$ cat config.mk
export PLATFORM = sky130hd
export DESIGN_NAME = seq_event_monitor
export DESIGN_NICKNAME = d
export VERILOG_FILES = /design/src/rtl/seq_mon_pkg.sv /design/src/rtl/seq_window_timer.sv /design/src/rtl/seq_event_monitor.sv
export SDC_FILE = /design/constraint.sdc
export NUM_CORES = 1
export LEC_CHECK = 0
export BUFFER_PORTS_ARGS = -buffer_cell sky130_fd_sc_hd__buf_2
export CORE_MARGIN = 1
export CORE_UTILIZATION = 50
export CTS_BUF_LIST = sky130_fd_sc_hd__clkbuf_4 sky130_fd_sc_hd__clkbuf_8
export DETAILED_ROUTE_END_ITERATION = 8
export MAX_ROUTING_LAYER = met4
export PLACE_DENSITY = 0.7
export SLEW_MARGIN = 20
export SYNTH_ARGS = -nofsm -noshare
export SYNTH_HDL_FRONTEND = slang
export SYNTH_SLANG_ARGS = --single-unit
export TNS_END_PERCENT = 5
$ cat constraint.sdc
create_clock -name clock -period 2.5 [get_ports clock]
set_input_delay 0.25 -clock clock [delete_from_list [all_inputs] [get_ports clock]]
set_output_delay 0.25 -clock clock [all_outputs]
set_load 0.02 [all_outputs]
$ cat src/rtl/seq_mon_pkg.sv
`default_nettype none
// ============================================================================
//  Module      : seq_mon_pkg
//  Description : Shared widths, FSM state encoding and the saturating
//                increment helper for the sequence event monitor.
//  Revision    : 1.0  initial release
// ============================================================================
package seq_mon_pkg;

    localparam int COUNT_W = 8;
    localparam int TIMER_W = 16;

    localparam logic [COUNT_W-1:0] COUNT_MAX = {COUNT_W{1'b1}};

    typedef enum logic [0:0] {
        IDLE = 1'b0,
        RUN  = 1'b1
    } mon_state_e;

    // Add one detection to a count, holding at COUNT_MAX instead of wrapping.
    function automatic logic [COUNT_W-1:0] sat_inc(input logic [COUNT_W-1:0] value,
                                                   input logic                inc);
        logic [COUNT_W-1:0] result;
        result = value;
        if (inc && (value != COUNT_MAX)) begin
            result = value + 1'b1;
        end
        return result;
    endfunction

endpackage : seq_mon_pkg
`default_nettype wire

$ cat src/rtl/seq_window_timer.sv
`default_nettype none
// ============================================================================
//  Module      : seq_window_timer
//  Description : Window down-counter. Loads LOAD_VAL, decrements on request
//                and flags when it has reached zero. Synchronous clear wins
//                over load, load wins over decrement.
//  Revision    : 1.0  initial release
// ============================================================================
module seq_window_timer
    import seq_mon_pkg::*;
#(
    parameter int unsigned LOAD_VAL = 15
) (
    input  logic clock,
    input  logic reset,
    input  logic timer_clr,
    input  logic timer_load,
    input  logic timer_dec,
    output logic timer_zero
);

    localparam logic [TIMER_W-1:0] LOAD_VAL_C = TIMER_W'(LOAD_VAL);

    logic [TIMER_W-1:0] timer_q;
    logic [TIMER_W-1:0] timer_d;

    // Next timer value: clear, reload, or count down without underflowing.
    always_comb begin
        timer_d = timer_q;
        if (timer_clr) begin
            timer_d = '0;
        end else if (timer_load) begin
            timer_d = LOAD_VAL_C;
        end else if (timer_dec && (timer_q != '0)) begin
            timer_d = timer_q - 1'b1;
        end
    end

    // Timer register with asynchronous reset to zero.
    always_ff @(posedge clock or posedge reset) begin
        if (reset) begin
            timer_q <= '0;
        end else begin
            timer_q <= timer_d;
        end
    end

    assign timer_zero = (timer_q == '0);

endmodule : seq_window_timer
`default_nettype wire

$ cat src/rtl/seq_event_monitor.sv
`default_nettype none
// ============================================================================
//  Module      : seq_event_monitor
//  Description : Counts upstream detections over back-to-back windows of
//                WINDOW_LEN cycles, publishes each closed window's count with
//                a valid/ack handshake, raises alarm when the count reaches
//                THRESH, and keeps sticky saturation and overrun flags.
//  Revision    : 1.0  initial release
// ============================================================================
module seq_event_monitor
    import seq_mon_pkg::*;
#(
    parameter int unsigned WINDOW_LEN = 16,
    parameter int unsigned THRESH     = 3
) (
    input  logic               clock,
    input  logic               reset,
    input  logic               detect_in,
    input  logic               enable,
    input  logic               clear,
    input  logic               result_ack,
    output logic [COUNT_W-1:0] result_count,
    output logic               result_valid,
    output logic               alarm,
    output logic               sat_flag,
    output logic               overrun
);

    localparam logic [COUNT_W-1:0] THRESH_C = COUNT_W'(THRESH);

    mon_state_e         state_q, state_d;
    logic [COUNT_W-1:0] count_q, count_d;
    logic [COUNT_W-1:0] result_count_q, result_count_d;
    logic               result_valid_q, result_valid_d;
    logic               alarm_q, alarm_d;
    logic               sat_flag_q, sat_flag_d;
    logic               overrun_q, overrun_d;

    logic               timer_clr;
    logic               timer_load;
    logic               timer_dec;
    logic               timer_zero;

    // Count including the current cycle's detection, and whether that
    // detection is the one that would have taken the count past its maximum.
    logic [COUNT_W-1:0] count_next;
    logic               sat_hit;

    assign count_next = sat_inc(count_q, detect_in);
    assign sat_hit    = detect_in && (count_q == COUNT_MAX);

    seq_window_timer #(
        .LOAD_VAL (WINDOW_LEN - 1)
    ) u_window_timer (
        .clock      (clock),
        .reset      (reset),
        .timer_clr  (timer_clr),
        .timer_load (timer_load),
        .timer_dec  (timer_dec),
        .timer_zero (timer_zero)
    );

    // Next-state, window accounting and result handshake.
    always_comb begin
        state_d        = state_q;
        count_d        = count_q;
        result_count_d = result_count_q;
        result_valid_d = result_valid_q;
        alarm_d        = alarm_q;
        sat_flag_d     = sat_flag_q;
        overrun_d      = overrun_q;
        timer_clr      = 1'b0;
        timer_load     = 1'b0;
        timer_dec      = 1'b0;

        if (clear) begin
            state_d        = IDLE;
            count_d        = '0;
            result_count_d = '0;
            result_valid_d = 1'b0;
            alarm_d        = 1'b0;
            sat_flag_d     = 1'b0;
            overrun_d      = 1'b0;
            timer_clr      = 1'b1;
        end else begin
            // Consumer takes the held result; a window closing this same
            // cycle re-asserts valid below.
            if (result_valid_q && result_ack) begin
                result_valid_d = 1'b0;
            end

            case (state_q)
                IDLE: begin
                    if (enable) begin
                        state_d    = RUN;
                        count_d    = '0;
                        timer_load = 1'b1;
                    end
                end

                RUN: begin
                    if (!enable) begin
                        // Abort: the partial window is thrown away, the held
                        // result and sticky flags are left alone.
                        state_d   = IDLE;
                        count_d   = '0;
                        timer_clr = 1'b1;
                    end else begin
                        if (sat_hit) begin
                            sat_flag_d = 1'b1;
                        end

                        if (timer_zero) begin
                            result_count_d = count_next;
                            alarm_d        = (count_next >= THRESH_C);
                            result_valid_d = 1'b1;
                            if (result_valid_q && !result_ack) begin
                                overrun_d = 1'b1;
                            end
                            count_d    = '0;
                            timer_load = 1'b1;
                        end else begin
                            count_d   = count_next;
                            timer_dec = 1'b1;
                        end
                    end
                end

                default: begin
                    state_d = IDLE;
                end
            endcase
        end
    end

    // State and output registers with asynchronous reset.
    always_ff @(posedge clock or posedge reset) begin
        if (reset) begin
            state_q        <= IDLE;
            count_q        <= '0;
            result_count_q <= '0;
            result_valid_q <= 1'b0;
            alarm_q        <= 1'b0;
            sat_flag_q     <= 1'b0;
            overrun_q      <= 1'b0;
        end else begin
            state_q        <= state_d;
            count_q        <= count_d;
            result_count_q <= result_count_d;
            result_valid_q <= result_valid_d;
            alarm_q        <= alarm_d;
            sat_flag_q     <= sat_flag_d;
            overrun_q      <= overrun_d;
        end
    end

    assign result_count = result_count_q;
    assign result_valid = result_valid_q;
    assign alarm        = alarm_q;
    assign sat_flag     = sat_flag_q;
    assign overrun      = overrun_q;

endmodule : seq_event_monitor
`default_nettype wire

# After elaboration in Yosys (flattened, before gate mapping)
# Index checks and enable logic that the tools add are counted.
# op_classes
muxes,44
n_eq_ne,3
n_lt_le_gt_ge,1
bitwise_logic,1
addsub,2
reduce_logical,17
# op_table
cell,count
$mux W8,9
$mux W16,3
$mux W1,30
$logic_not A16 Y1,1
$pmux W8 S2,1
$reduce_bool A16 Y1,1
$sub A16 B1 Y16 const B,1
$reduce_bool A2 Y1,5
$add A8 B1 Y8 const B,1
$eq A8 B8 Y1 const B,1
$ge A8 B2 Y1 const B,1
$ne A8 B8 Y1 const B,1
$reduce_and A3 Y1,2
$logic_and A1 B1 Y1,5
$reduce_and A4 Y1,1
$ne A3 B3 Y1 const B,1
$reduce_bool A3 Y1,1
$pmux W1 S2,1
$logic_not A1 Y1,1
$not A1 Y1,1
# totals
wordCells,76
output_inout_bits,12
ff_bits,37

# Logic depth before layout (Yosys ltp)
# logic_depth
word_depth,9
mapped_depth,7

# Modules after synthesis
# A second synthesis with hierarchy kept.
# unflattened
hier_cells,234
area_unflattened_um2,2249.7
# by_module_without_submodules
mod,seq_area_each_um2,cells_each,n_inst,area_each_um2
seq_event_monitor,525.5,133,1,1218.7
seq_window_timer,400.4,101,1,1031.0

# Least setup slack after synthesis
# Ideal clock, no wire load.
# synth_path
path_type,register -> register
startpoint,reg u_window_timer.timer_q[5]
endpoint,reg u_window_timer.timer_q[13]
setup_slack_ns,0.316
stages_incl_launch_ff,6
n_path_buf,0
required_ns,2.379
arrival_ns,2.063
period_less_slack_ns,2.184
cell_sequence,dfrtp_1 > or4_4 > or4b_2 > nor4_1 > o21ai_0 > a22o_1
# synth_via
elab_chain_len,7
elab_cells_between_ends,16
classes_between,1 x add/sub; 11 x mux; 4 x reduce/logical
# synth_rtl
item,line,text
"start, declared",seq_window_timer.sv:24,logic [TIMER_W-1:0] timer_q;
"start signal, assigned",seq_window_timer.sv:44,timer_q <= timer_d;
branches (longest 7 deep; another with $sub A16 B1 Y16),-,
# Several ways; the timed one is not identified. The select of a mux whose other input is x is not followed.
# A chain may end at the register's enable or synchronous reset.

# Worst setup path after layout
# Same ends and word-level chain as after synthesis.

==> results by group <==
Detailed routing
  • DR DRC count: 0
  • DRT iter0 DRCs: 146
  • Routed WL per cell: 15.0 um
  • Routed wire length: 4320 um
  • Vias per cell: 5.84
  • Routed via count: 1683
  • Drt first pass iters: 4
  • Post-DRT Antenna Nets: 0

Worst setup path
  • CP max-delay cell: or4b_2
  • CP Launch Type: flip-flop
  • Critical path peak fanout: 7
  • RR Startpoint: u_window_timer.timer_q[5]
  • Crit path required time: 2.68 ns
  • Crit-path cells: or4_4, or4b_2, nor4_1, o21ai_0, a22o_1
  • Max incr delay on CP: 0.71 ns
  • Setup Crit Path Kind: reg -> reg
  • Crit path launch: u_window_timer.timer_q[5]
  • Critical Path End Type: flip-flop
  • Critical path data arrival time: 2.52 ns

STA
  • Final slew viol count: 0
  • Worst Tran Pin Value: 0.529 ns
  • RSZ-0062 raised after global routing: false
  • Final worst slack: 0.163 ns
  • Rel. slew slack: 64.4%
  • Period utilization: 93.5%
  • Clk_skew: 0.00774 ns
  • Period minus WS final: 2.34 ns
  • Final Hold Violating Endpoints: 0
  • Peak Freq: 428 MHz
  • Fin Setup TNS: 0 ns
  • Endpoints failing setup: 0

Flow run
  • MaxCap Viol Count: 0

Logic synthesis
  • Count leader, synth: dfrtp_1
  • Top-area cell type share of the netlist area: 46.2%
  • EDFF count, synth: 0
  • Synth unique cells: 46
  • Area contributors post-synth: dfrtp_1, a22o_1, o21ai_0, nand2_1, a21oi_1
  • Synth area leader: dfrtp_1
  • Syn_nets: 225
  • Avg Synthesized Cell Area: 9.27 um^2
  • Top_reg_cell synth: dfrtp_1
  • Synth Instances: 216
  • Synth Cell Area: 2000 um^2
  • Synth top cells by count: dfrtp_1, nand2_1, o21ai_0, a21oi_1, nor2_1
  • Async SR Flop Fraction: 100%
  • Synth warn: 0
  • #FFs+latches synth: 37
  • Seq/Total Area, Yosys: 46.2%

Power
  • Pwr dens: 648 nW/um^2
  • Sequential power share: 44.7%
  • Sw frac: 27.4%
  • Pleak: 1.07 nW
  • Proportion of power drawn by combinational gates: 18.6%
  • Switching pwr: 0.406 mW
  • Clock Power Share: 36.7%
  • Peak supply drop: 0.000368 V
  • Internal power: 1.07 mW

Die
  • Row cnt: 22
  • # IOs: 18
  • Die area: 4260 um^2
  • Die Width: 65.3 um
  • DIE HEIGHT: 65.3 um
  • CORE AREA: 3740 um^2
  • Initial Util: 53.5%

Placed design
  • Dpl ws: 0.183 ns
  • Dpl hpwl: 3040 um
  • Placer Congestion: 0.816
  • # port buffers: 17

Clock network
  • Num CTS Buffers: 5
  • Postcts setup bufs: 0
  • Clk root buf: clkbuf_8
  • H-tree depth: 2
  • Clock Path Buffers: 2
  • Clock Latency Late Sink: 0.29 ns
  • Reg clk slew, reported paths: 0.07 ns
  • Clock sink count: 37
  • CTS tree: built

Global routing
  • Vias in the first global route: 1624
  • First-pass GRT wire length: 7450 um
  • GRT Util Overall: 24.0%
  • GRT overflow: 0
  • Largest net degree at the start of global routing: 38
  • Initial antenna violation count: 0

Finish
  • Nets@finish: 248
  • Number of antenna diodes: 0
  • Share of post-route cells with drive strength above 1: 18.3%
  • Area delta synth->final: 14.0%

Run status
  • Status: finished, final reports clean

Min path
  • Hold Path Class: in -> async
registers in the layout, summed over array words and instances, names as in the netlist:
signal and count:
result_valid 1, result_count 8, count_q 8, sat_flag 1, state_q 1, overrun 1
alarm 1, u_window_timer.timer_q 16
layer usage:
| layer | routed length [um] | GRT usage [%] | vias up |
|---|---|---|---|
| li1 | - | - | 834 |
| met1 | 2080 | 30.0 | 817 |
| met2 | 2060 | 38.5 | 27 |
| met3 | 121 | 5.21 | 5 |
| met4 | 52 | 7.88 | 0 |
| met5 | 0 | - | - |
critical path, delay by kind of cell (launching register included):
kind,cells,cell delay [ns]
AOI/OAI and AO/OA,2,0.31
DFF,1,0.45
and+or+nand+nor,3,1.47
per-stage QoR:
step	util, %	cells	power (mW)	hold WS (ns)	cell area [um^2]
global placement	57.6	280	0.943	0.381	2160
finish	61.0	288	1.48	0.0562	2280
floorplan	-	216	0.870	0.316	2000
detailed placement	57.6	280	0.947	0.385	2160
global route	61.0	288	1.56	0.116	2280
CTS	60.8	288	1.49	0.0667	2280
area by class of cell:
cell class	instances	area, um^2
Clock buffer	6	82.6
Clock inverter	2	37.5
Fill cell	369	1460
Inverter	5	18.8
Multi-Input combinational cell	165	1010
Sequential cell	37	926
Tap cell	48	60.1
Timing Repair Buffer	25	145
kinds of logic after synthesis:
group           after synthesis  synth area share [%]
simple gates                 87                  22.8
buf+inv                      14                  3.50
flops                        37                  46.2
mux                           3                  1.56
fa+ha+maj                     3                  1.87
xor+xnor                      3                  1.31
compound gates               69                  22.7
cells in the final DEF, fill, tap and decap left out, types with 3 or more instances in the layout:
master,count
clkbuf_8,6
buf_4,8
nand2b_1,5
and3_1,5
nor4_1,3
a31oi_1,3
nor2_1,16
and4_1,3
a21oi_1,17
dfrtp_1,37
a21o_1,4
o21ai_0,19
buf_2,17
o2bb2ai_1,3
ha_1,3
a22o_1,11
nand2_1,25
inv_1,5
nor3_1,9
nand3_1,6
final timing paths:
check	endpoint	slack, ns	depth (start not counted)
hold / removal	u_window_timer.timer_q[7]	0.06	3
setup / recovery	u_window_timer.timer_q[13]	0.16	5
min in group clock	result_valid	0.24	3
setup reg to reg	u_window_timer.timer_q[13]	0.16	5
max in group asynchronous	u_window_timer.timer_q[2]	2.12	3
hold reg to reg	u_window_timer.timer_q[8]	0.50	1
timing repair:
| item | CTS | global route |
|---|---|---|
| hold buffers | 0 | 0 |
| setup endpoints to repair | 0 | 1 |
| gates resized for setup | 0 | 1 |
power groups by stage:
stage          registers (mW)  clock network, mW  logic (mW)
6_report                0.662              0.543       0.275
2_1_floorplan           0.667                  0       0.202
5_1_grt                 0.666              0.580       0.311
3_5_place_dp            0.673                  0       0.274
4_1_cts                 0.661              0.556       0.276
3_3_place_gp            0.671                  0       0.272
Note: power is estimated with default switching activity, not from simulation.
